[config.mk]
export PLATFORM = sky130hd
export DESIGN_NAME = fetch_redirect_unit
export DESIGN_NICKNAME = d
export VERILOG_FILES = /design/src/rtl/bpu_pkg.sv /design/src/rtl/meta_pipe_reg.sv /design/src/rtl/fetch_redirect_unit.sv
export SDC_FILE = /design/constraint.sdc
export NUM_CORES = 1
export LEC_CHECK = 0
export CORE_MARGIN = 4
export CORE_UTILIZATION = 50
export DETAILED_ROUTE_END_ITERATION = 10
export MAX_ROUTING_LAYER = met4
export PLACE_DENSITY = 0.8
export SYNTH_ARGS = -nofsm -noshare
export SYNTH_HDL_FRONTEND = slang
export SYNTH_SLANG_ARGS = --single-unit
[constraint.sdc]
create_clock -name clk_i -period 3.85 [get_ports clk_i]
set_input_delay 1.155 -clock clk_i [delete_from_list [all_inputs] [get_ports clk_i]]
set_output_delay 1.155 -clock clk_i [all_outputs]
set_load 0.02 [all_outputs]
[src/rtl/bpu_pkg.sv]
// rtl/bpu_pkg.sv - shared types and constants for the fetch redirect path
package bpu_pkg;

  localparam logic [31:0] RESET_PC_DEFAULT = 32'h0000_0000;

  typedef enum logic [1:0] {
    PC_SRC_SEQ   = 2'b00,
    PC_SRC_PRED  = 2'b01,
    PC_SRC_TGT_E = 2'b10,
    PC_SRC_RCV_E = 2'b11
  } pc_src_t;

  typedef struct packed {
    logic        valid;
    logic [31:0] pc;
    logic [31:0] pc_plus4;
    logic        pred;
    logic [31:0] pred_target;
  } fetch_meta_t;

endpackage

[src/rtl/meta_pipe_reg.sv]
// rtl/meta_pipe_reg.sv - pipeline register for a packed struct with enable and sync clear
module meta_pipe_reg #(
  parameter type T = logic
) (
  input  logic clk_i,
  input  logic reset_n_i,
  input  logic en_i,
  input  logic clr_i,
  input  T     d_i,
  output T     q_o
);

  // Clear beats enable so a flush always wins over a stall.
  always_ff @(posedge clk_i or negedge reset_n_i) begin
    if (!reset_n_i) begin
      q_o <= '0;
    end else if (clr_i) begin
      q_o <= '0;
    end else if (en_i) begin
      q_o <= d_i;
    end
  end

endmodule

[src/rtl/fetch_redirect_unit.sv]
// rtl/fetch_redirect_unit.sv - PC register, next-PC select, F->D->E prediction metadata and branch counters
module fetch_redirect_unit
  import bpu_pkg::*;
#(
  parameter logic [31:0] RESET_PC  = RESET_PC_DEFAULT,
  parameter int          CNT_WIDTH = 32
) (
  input  logic                 clk_i,
  input  logic                 reset_n_i,
  input  logic                 stall_f_i,
  input  logic                 stall_d_i,
  input  logic                 stall_e_i,
  input  logic                 flush_d_i,
  input  logic                 flush_e_i,
  input  logic [1:0]           pc_src_i,
  input  logic [31:0]          pred_pc_target_f_i,
  input  logic                 pc_src_pred_f_i,
  input  logic [31:0]          pc_target_e_i,
  input  logic [1:0]           branch_op_e_i,
  output logic [31:0]          pc_f_o,
  output logic [31:0]          pc_plus4_f_o,
  output logic [31:0]          pc_e_o,
  output logic [31:0]          pc_plus4_e_o,
  output logic                 pc_src_pred_e_o,
  output logic                 target_match_e_o,
  output logic [CNT_WIDTH-1:0] branch_cnt_o,
  output logic [CNT_WIDTH-1:0] mispredict_cnt_o
);

  localparam logic [CNT_WIDTH-1:0] CNT_MAX = '1;

  pc_src_t     pc_sel;
  logic [31:0] pc_q;
  logic [31:0] pc_next;
  fetch_meta_t meta_f;
  fetch_meta_t meta_d;
  fetch_meta_t meta_e;
  logic        e_redirect;

  assign pc_sel       = pc_src_t'(pc_src_i);
  assign e_redirect   = pc_src_i[1];
  assign pc_plus4_f_o = pc_q + 32'd4;
  assign pc_f_o       = pc_q;

  // E-stage redirects override a fetch stall; sequential/predicted paths honour it.
  always_comb begin
    pc_next = pc_q;
    unique case (pc_sel)
      PC_SRC_TGT_E: pc_next = pc_target_e_i;
      PC_SRC_RCV_E: pc_next = meta_e.pc_plus4;
      PC_SRC_PRED:  pc_next = stall_f_i ? pc_q : pred_pc_target_f_i;
      PC_SRC_SEQ:   pc_next = stall_f_i ? pc_q : pc_plus4_f_o;
      default:      pc_next = pc_q;
    endcase
  end

  always_ff @(posedge clk_i or negedge reset_n_i) begin
    if (!reset_n_i) begin
      pc_q <= RESET_PC;
    end else begin
      pc_q <= pc_next;
    end
  end

  // A stalled fetch still presents a PC, but it enters D as a bubble.
  always_comb begin
    meta_f             = '0;
    meta_f.valid       = !stall_f_i;
    meta_f.pc          = pc_q;
    meta_f.pc_plus4    = pc_plus4_f_o;
    meta_f.pred        = pc_src_pred_f_i;
    meta_f.pred_target = pred_pc_target_f_i;
  end

  meta_pipe_reg #(.T(fetch_meta_t)) u_fd_reg (
    .clk_i     (clk_i),
    .reset_n_i (reset_n_i),
    .en_i      (!stall_d_i),
    .clr_i     (flush_d_i),
    .d_i       (meta_f),
    .q_o       (meta_d)
  );

  meta_pipe_reg #(.T(fetch_meta_t)) u_de_reg (
    .clk_i     (clk_i),
    .reset_n_i (reset_n_i),
    .en_i      (!stall_e_i),
    .clr_i     (flush_e_i),
    .d_i       (meta_d),
    .q_o       (meta_e)
  );

  assign pc_e_o           = meta_e.pc;
  assign pc_plus4_e_o     = meta_e.pc_plus4;
  assign pc_src_pred_e_o  = meta_e.valid & meta_e.pred;
  assign target_match_e_o = meta_e.valid & (meta_e.pred_target == pc_target_e_i);

  always_ff @(posedge clk_i or negedge reset_n_i) begin
    if (!reset_n_i) begin
      branch_cnt_o     <= '0;
      mispredict_cnt_o <= '0;
    end else begin
      if (meta_e.valid && (branch_op_e_i != 2'b00) && !stall_e_i && (branch_cnt_o != CNT_MAX)) begin
        branch_cnt_o <= branch_cnt_o + 1'b1;
      end
      if (e_redirect && meta_e.valid && !stall_e_i && (mispredict_cnt_o != CNT_MAX)) begin
        mispredict_cnt_o <= mispredict_cnt_o + 1'b1;
      end
    end
  end

endmodule

## After elaboration in Yosys (flattened, before gate mapping)

Cells that the tools add are included.

- Register bits: 292
- Input port bits: 76
- Output and inout port bits: 194
- Word-level logic and storage cells: 46

- Add/sub/neg operators: 3
- Eq/ne operators: 10
- Muxes and demuxes: 7
- Bitwise logic cells: 2
- Reduce and logical (&&, ||, !) cells: 11

Operators by type and width:

| operator | count |
|---|---|
| $mux W98 | 4 |
| $pmux W32 S4 | 1 |
| $add A32 B1 Y32 const B | 2 |
| $mux W32 | 2 |
| $ne A32 B32 Y1 const B | 2 |
| $add A32 B3 Y32 const B | 1 |
| $eq A32 B32 Y1 | 1 |
| $logic_and A1 B1 Y1 | 6 |
| $eq A2 B2 Y1 const B | 2 |
| $ne A2 B1 Y1 const B | 2 |
| $ne A2 B2 Y1 const B | 2 |
| $and A1 B1 Y1 | 2 |
| $eq A2 B1 Y1 const B | 1 |
| $logic_not A1 Y1 | 2 |
| $logic_not A2 Y1 | 1 |
| $reduce_and A2 Y1 | 1 |
| $reduce_bool A2 Y1 | 1 |

## Longest topological paths before layout

- Depth after elaboration: 4
- Depth in mapped cells: 7

## By module

A second synthesis with hierarchy kept.

- Cells, all modules: 1445
- Area total of the unflattened synthesis: 14903.0 um^2

By module, submodules not included:

| module | times used | cells each | area each (um^2) |
|---|---|---|---|
| meta_pipe_reg | 2 | 316 | 3948.8 |
| fetch_redirect_unit | 1 | 813 | 7005.5 |

## Least setup slack after synthesis

Ideal clock, no wire load.

- Path type: input to output
- Start: input port pc_target_e_i[18]
- End: output port target_match_e_o
- Arrival time: 2487 ps
- Data required time: 2695 ps
- Path slack: 208 ps
- Cell stages on the path: 5
- Buffers on the path: 0
- Path through: xnor2_1 -> nand4_1 -> nor4_1 -> nand4_1 -> nor4_1

- Longest elaborated chain between the ends: 2

RTL lines:

| element | line | RTL |
|---|---|---|
| start, declared | fetch_redirect_unit.sv:18 | `input logic [31:0] pc_target_e_i,` |
| $eq A32 B32 Y1 | fetch_redirect_unit.sv:96 | `assign target_match_e_o = meta_e.valid & (meta_e.pred_target == pc_target_e_i);` |
| $and A1 B1 Y1 | fetch_redirect_unit.sv:96 |  |
| end, declared | fetch_redirect_unit.sv:25 | `output logic target_match_e_o,` |

Every way passes these cells.

## Worst setup path in the final report

- Start: input port pc_target_e_i[24]
- End: output port target_match_e_o

Same word-level chain as after synthesis.

==> metrics.md <==
| Metric | Value |
|---|---|
| Avg Cell Area, Syn | `10.2 um^2` |
| Reg area | `7210 um^2` |
| Final Instance Area | `18600 um^2` |
| First-pass DRT Iterations | `7` |
| Syn Nets | `1510` |
| Max-slew headroom | `35.5%` |
| CP required | `2.69 ns` |
| Status | `complete, but fails checks` |
| Clock tree buffer depth | `3` |
| Core Region | `28700 um^2` |
| Pwr Density | `410 nW/um^2` |
| First-pass GRT wire length | `66200 um` |
| # IOs | `270` |
| Fin Clk Skew | `0.0171 ns` |
| Synth Instances | `1431` |
| Antenna Nets Post-Route | `0` |
| Sequential element share of the synthesized area | `49.5%` |
| Routability Congestion | `0.971` |
| EDFF count, synth | `0` |
| Top FF cell, synth | `dfrtp_1` |
| Starting Density | `50.7%` |
| R2r endpoint | `branch_cnt_o[1]` |
| Commonest non-fill, non-tap cell in the layout | `dfrtp_1` |
| RSZ-0062 raised after global routing | `yes` |
| Synth area leaders | `dfrtp_1 50%, mux2i_1 14%, nor2_1 6.2%, xnor2_1 4.0%, buf_4 3.5%` |
| Met1 Use GR | `37.8%` |
| Fin util | `64.7%` |
| Crit share post-route | `101%` |
| Synth cell types | `64` |
| Num CTS Buffers | `31` |
| Die W | `179 um` |
| Post-Syn Area | `14600 um^2` |
| Crit path capture | `target_match_e_o` |
| Chip Height | `179 um` |
| Core Rows | `62` |
| Worst IR drop on VDD | `0.374 mV` |
| Pin count of the biggest net entering global routing | `84` |
| P_leak | `8.89 nW` |
| Detailed-route via count | `11800` |
| Hold_buf cts | `0` |
| Routed WL | `42300 um` |
| Fmax | `258 MHz` |
| Root Buffer | `clkbuf_16` |
| Reg2reg setup slack | `1.36 ns` |
| Met2 Use GR | `41.7%` |
| Commonest non-fill, non-tap cells in the layout | `288 x dfrtp_1, 238 x nor2_1, 222 x clkdlybuf4s50_1` |
| Clock sinks | `288` |
| Final setup fails | `1` |
| Worst EP arrival | `2.72 ns` |
| Worst-margin pin slew | `0.968 ns` |
| Number of max-cap violations | `0` |
| GR Overflow Total | `0` |
| Reg2Reg Depth | `5` |
| Port Buf Inserts | `269` |
| Initial antenna violation count | `1` |
| Die ar. | `31900 um^2` |
| NumNets Final | `1730` |
| Reg-to-Reg Start | `branch_cnt_o[18]` |
| GR peak layer | `met2` |
| Initial DRC count | `1028` |
| Hold Crit Start | `branch_cnt_o[31]` |
| CP startpoint | `pc_target_e_i[24]` |
| Post-synth top area cell | `dfrtp_1` |
| H-tree depth | `1` |
| Synth-to-layout area growth | `27.6%` |
| Crit Path Category | `in2out` |
| Number of global-route vias before repair | `11600` |
| Vias per cell | `5.75` |
| Crit Path Max Fanout | `2` |
| Met3 usage | `4.20%` |
| Failing checks | `setup timing` |
| GRT Resource Usage Total | `27.1%` |
| Residual DRC | `0` |
| CTS tree | `done` |
| Worst skew pair latency | `0.57 ns` |
| Layout fillers | `2223` |
| Post-synth top area share | `49.5%` |
| CTS clk-pin slew, worst paths | `0.06 ns` |
| Max-slew violations | `0` |
| Hold Path Class | `reg2reg` |
| Area of the multi-input gates | `6610 um^2` |
| Layout cells sized above 1 | `10.8%` |
| WL/cell | `20.6 um` |
| CP Capture Type | `primary output` |
| Min setup slack post-route | `-0.0276 ns` |
| Post-synth ARST share | `100%` |
| Period minus WS final | `3.88 ns` |
| Startpoint types | `primary input` |
| Area after DPL | `17400 um^2` |
| #FFs+latches synth | `288` |
| Hpwl dp | `30400 um` |
| Final hold viol count | `0` |
| Synth warnings | `0` |
==> cells in the mapped netlist, types with 6 or more instances <==
library cell / count
or4_1: 6
nor4_1: 17
o2bb2ai_1: 8
a211oi_1: 10
mux2i_1: 197
and3_1: 13
buf_1: 21
and4_1: 7
buf_4: 68
nand2_1: 79
nand4_1: 25
nand3_1: 37
dfrtp_1: 288
a21oi_1: 39
inv_1: 29
mux2_2: 6
xnor2_1: 67
o21ai_0: 37
clkbuf_1: 54
nor3_1: 23
nor2_1: 239
o21a_1: 27
xor2_1: 55
==> layout make-up <==
cell class | instances | share of cell area, %
diodes | 1 | 0.0135
clock buffers | 47 | 4.82
clock inverters | 8 | 0.451
inverters | 30 | 0.606
multi-input cells | 966 | 35.6
flip-flops and latches | 288 | 38.8
well taps | 384 | 2.59
repair buffers | 334 | 17.1
==> stage by stage <==
step | setup TNS [ns] | hold slack, ns | std cells | worst slack [ns] | power (mW)
final | -0.0276 | 0.481 | 2058 | -0.0276 | 7.62
after floorplan | 0 | 0.477 | 1431 | 0.208 | 4.09
after CTS | -0.148 | 0.488 | 2055 | -0.148 | 7.65
after global routing | -0.114 | 0.519 | 2058 | -0.108 | 7.89
after detailed placement | -0.869 | 0.481 | 1998 | -0.869 | 4.78
after global placement | -0.976 | 0.477 | 1998 | -0.976 | 4.75
==> logic make-up (layout without fill, tap and decap cells) <==
group	count (synthesis)	after routing	share of synthesized area [%]
buffers and inverters	177	419	6.40
AND/OR/NAND/NOR	478	478	15.3
adder cells (fa/ha/maj)	3	3	0.258
flip-flops	288	288	49.5
AO/OA/AOI/OAI	159	159	7.10
XOR/XNOR	122	122	7.34
multiplexers	204	204	14.1
other	0	1	0
==> report_power, final <==
group	total [mW]	switching, mW	internal, mW
clock	2.89	1.22	1.67
sequential	3.33	0.138	3.20
combinational	1.40	0.799	0.596
==> what timing repair did <==
item                       in CTS  in global routing
gates resized for setup        65                 54
buffers inserted                2                  2
setup endpoints to repair      22                 21
pin swaps                      11                 18
==> worst max-delay path, cell delays in order <==
cell and delay [ns]:
dlygate4sd2_1 0.27, xnor2_1 0.18, nand4_1 0.13, nor4_1 0.28, buf_4 0.16, nand4_1 0.09, nor4_2 0.26, buf_4 0.18
==> flip-flops by register name (all words and copies together) (netlist names) <==
| register | cells |
|---|---|
| u_de_reg.q_o | 96 |
| u_fd_reg.q_o | 96 |
| branch_cnt_o | 32 |
| mispredict_cnt_o | 32 |
| pc_f_o | 32 |
==> worst min path at each step <==
stage	to	slack (ns)	cells past startpoint
after floorplan	u_de_reg.q_o[62]	0.48	2
final	branch_cnt_o[31]	0.48	1
after detailed placement	branch_cnt_o[31]	0.48	1
after global routing	branch_cnt_o[31]	0.52	1
after CTS	branch_cnt_o[31]	0.49	1
after global placement	branch_cnt_o[31]	0.48	1
==> routing by layer <==
metal	vias to the layer above	wire length [um]
met5	-	0
met4	0	1240
met3	84	4040
met2	634	19500
met1	5821	17500
li1	5295	-
No activity file was read; power rests on OpenSTA's default activity.
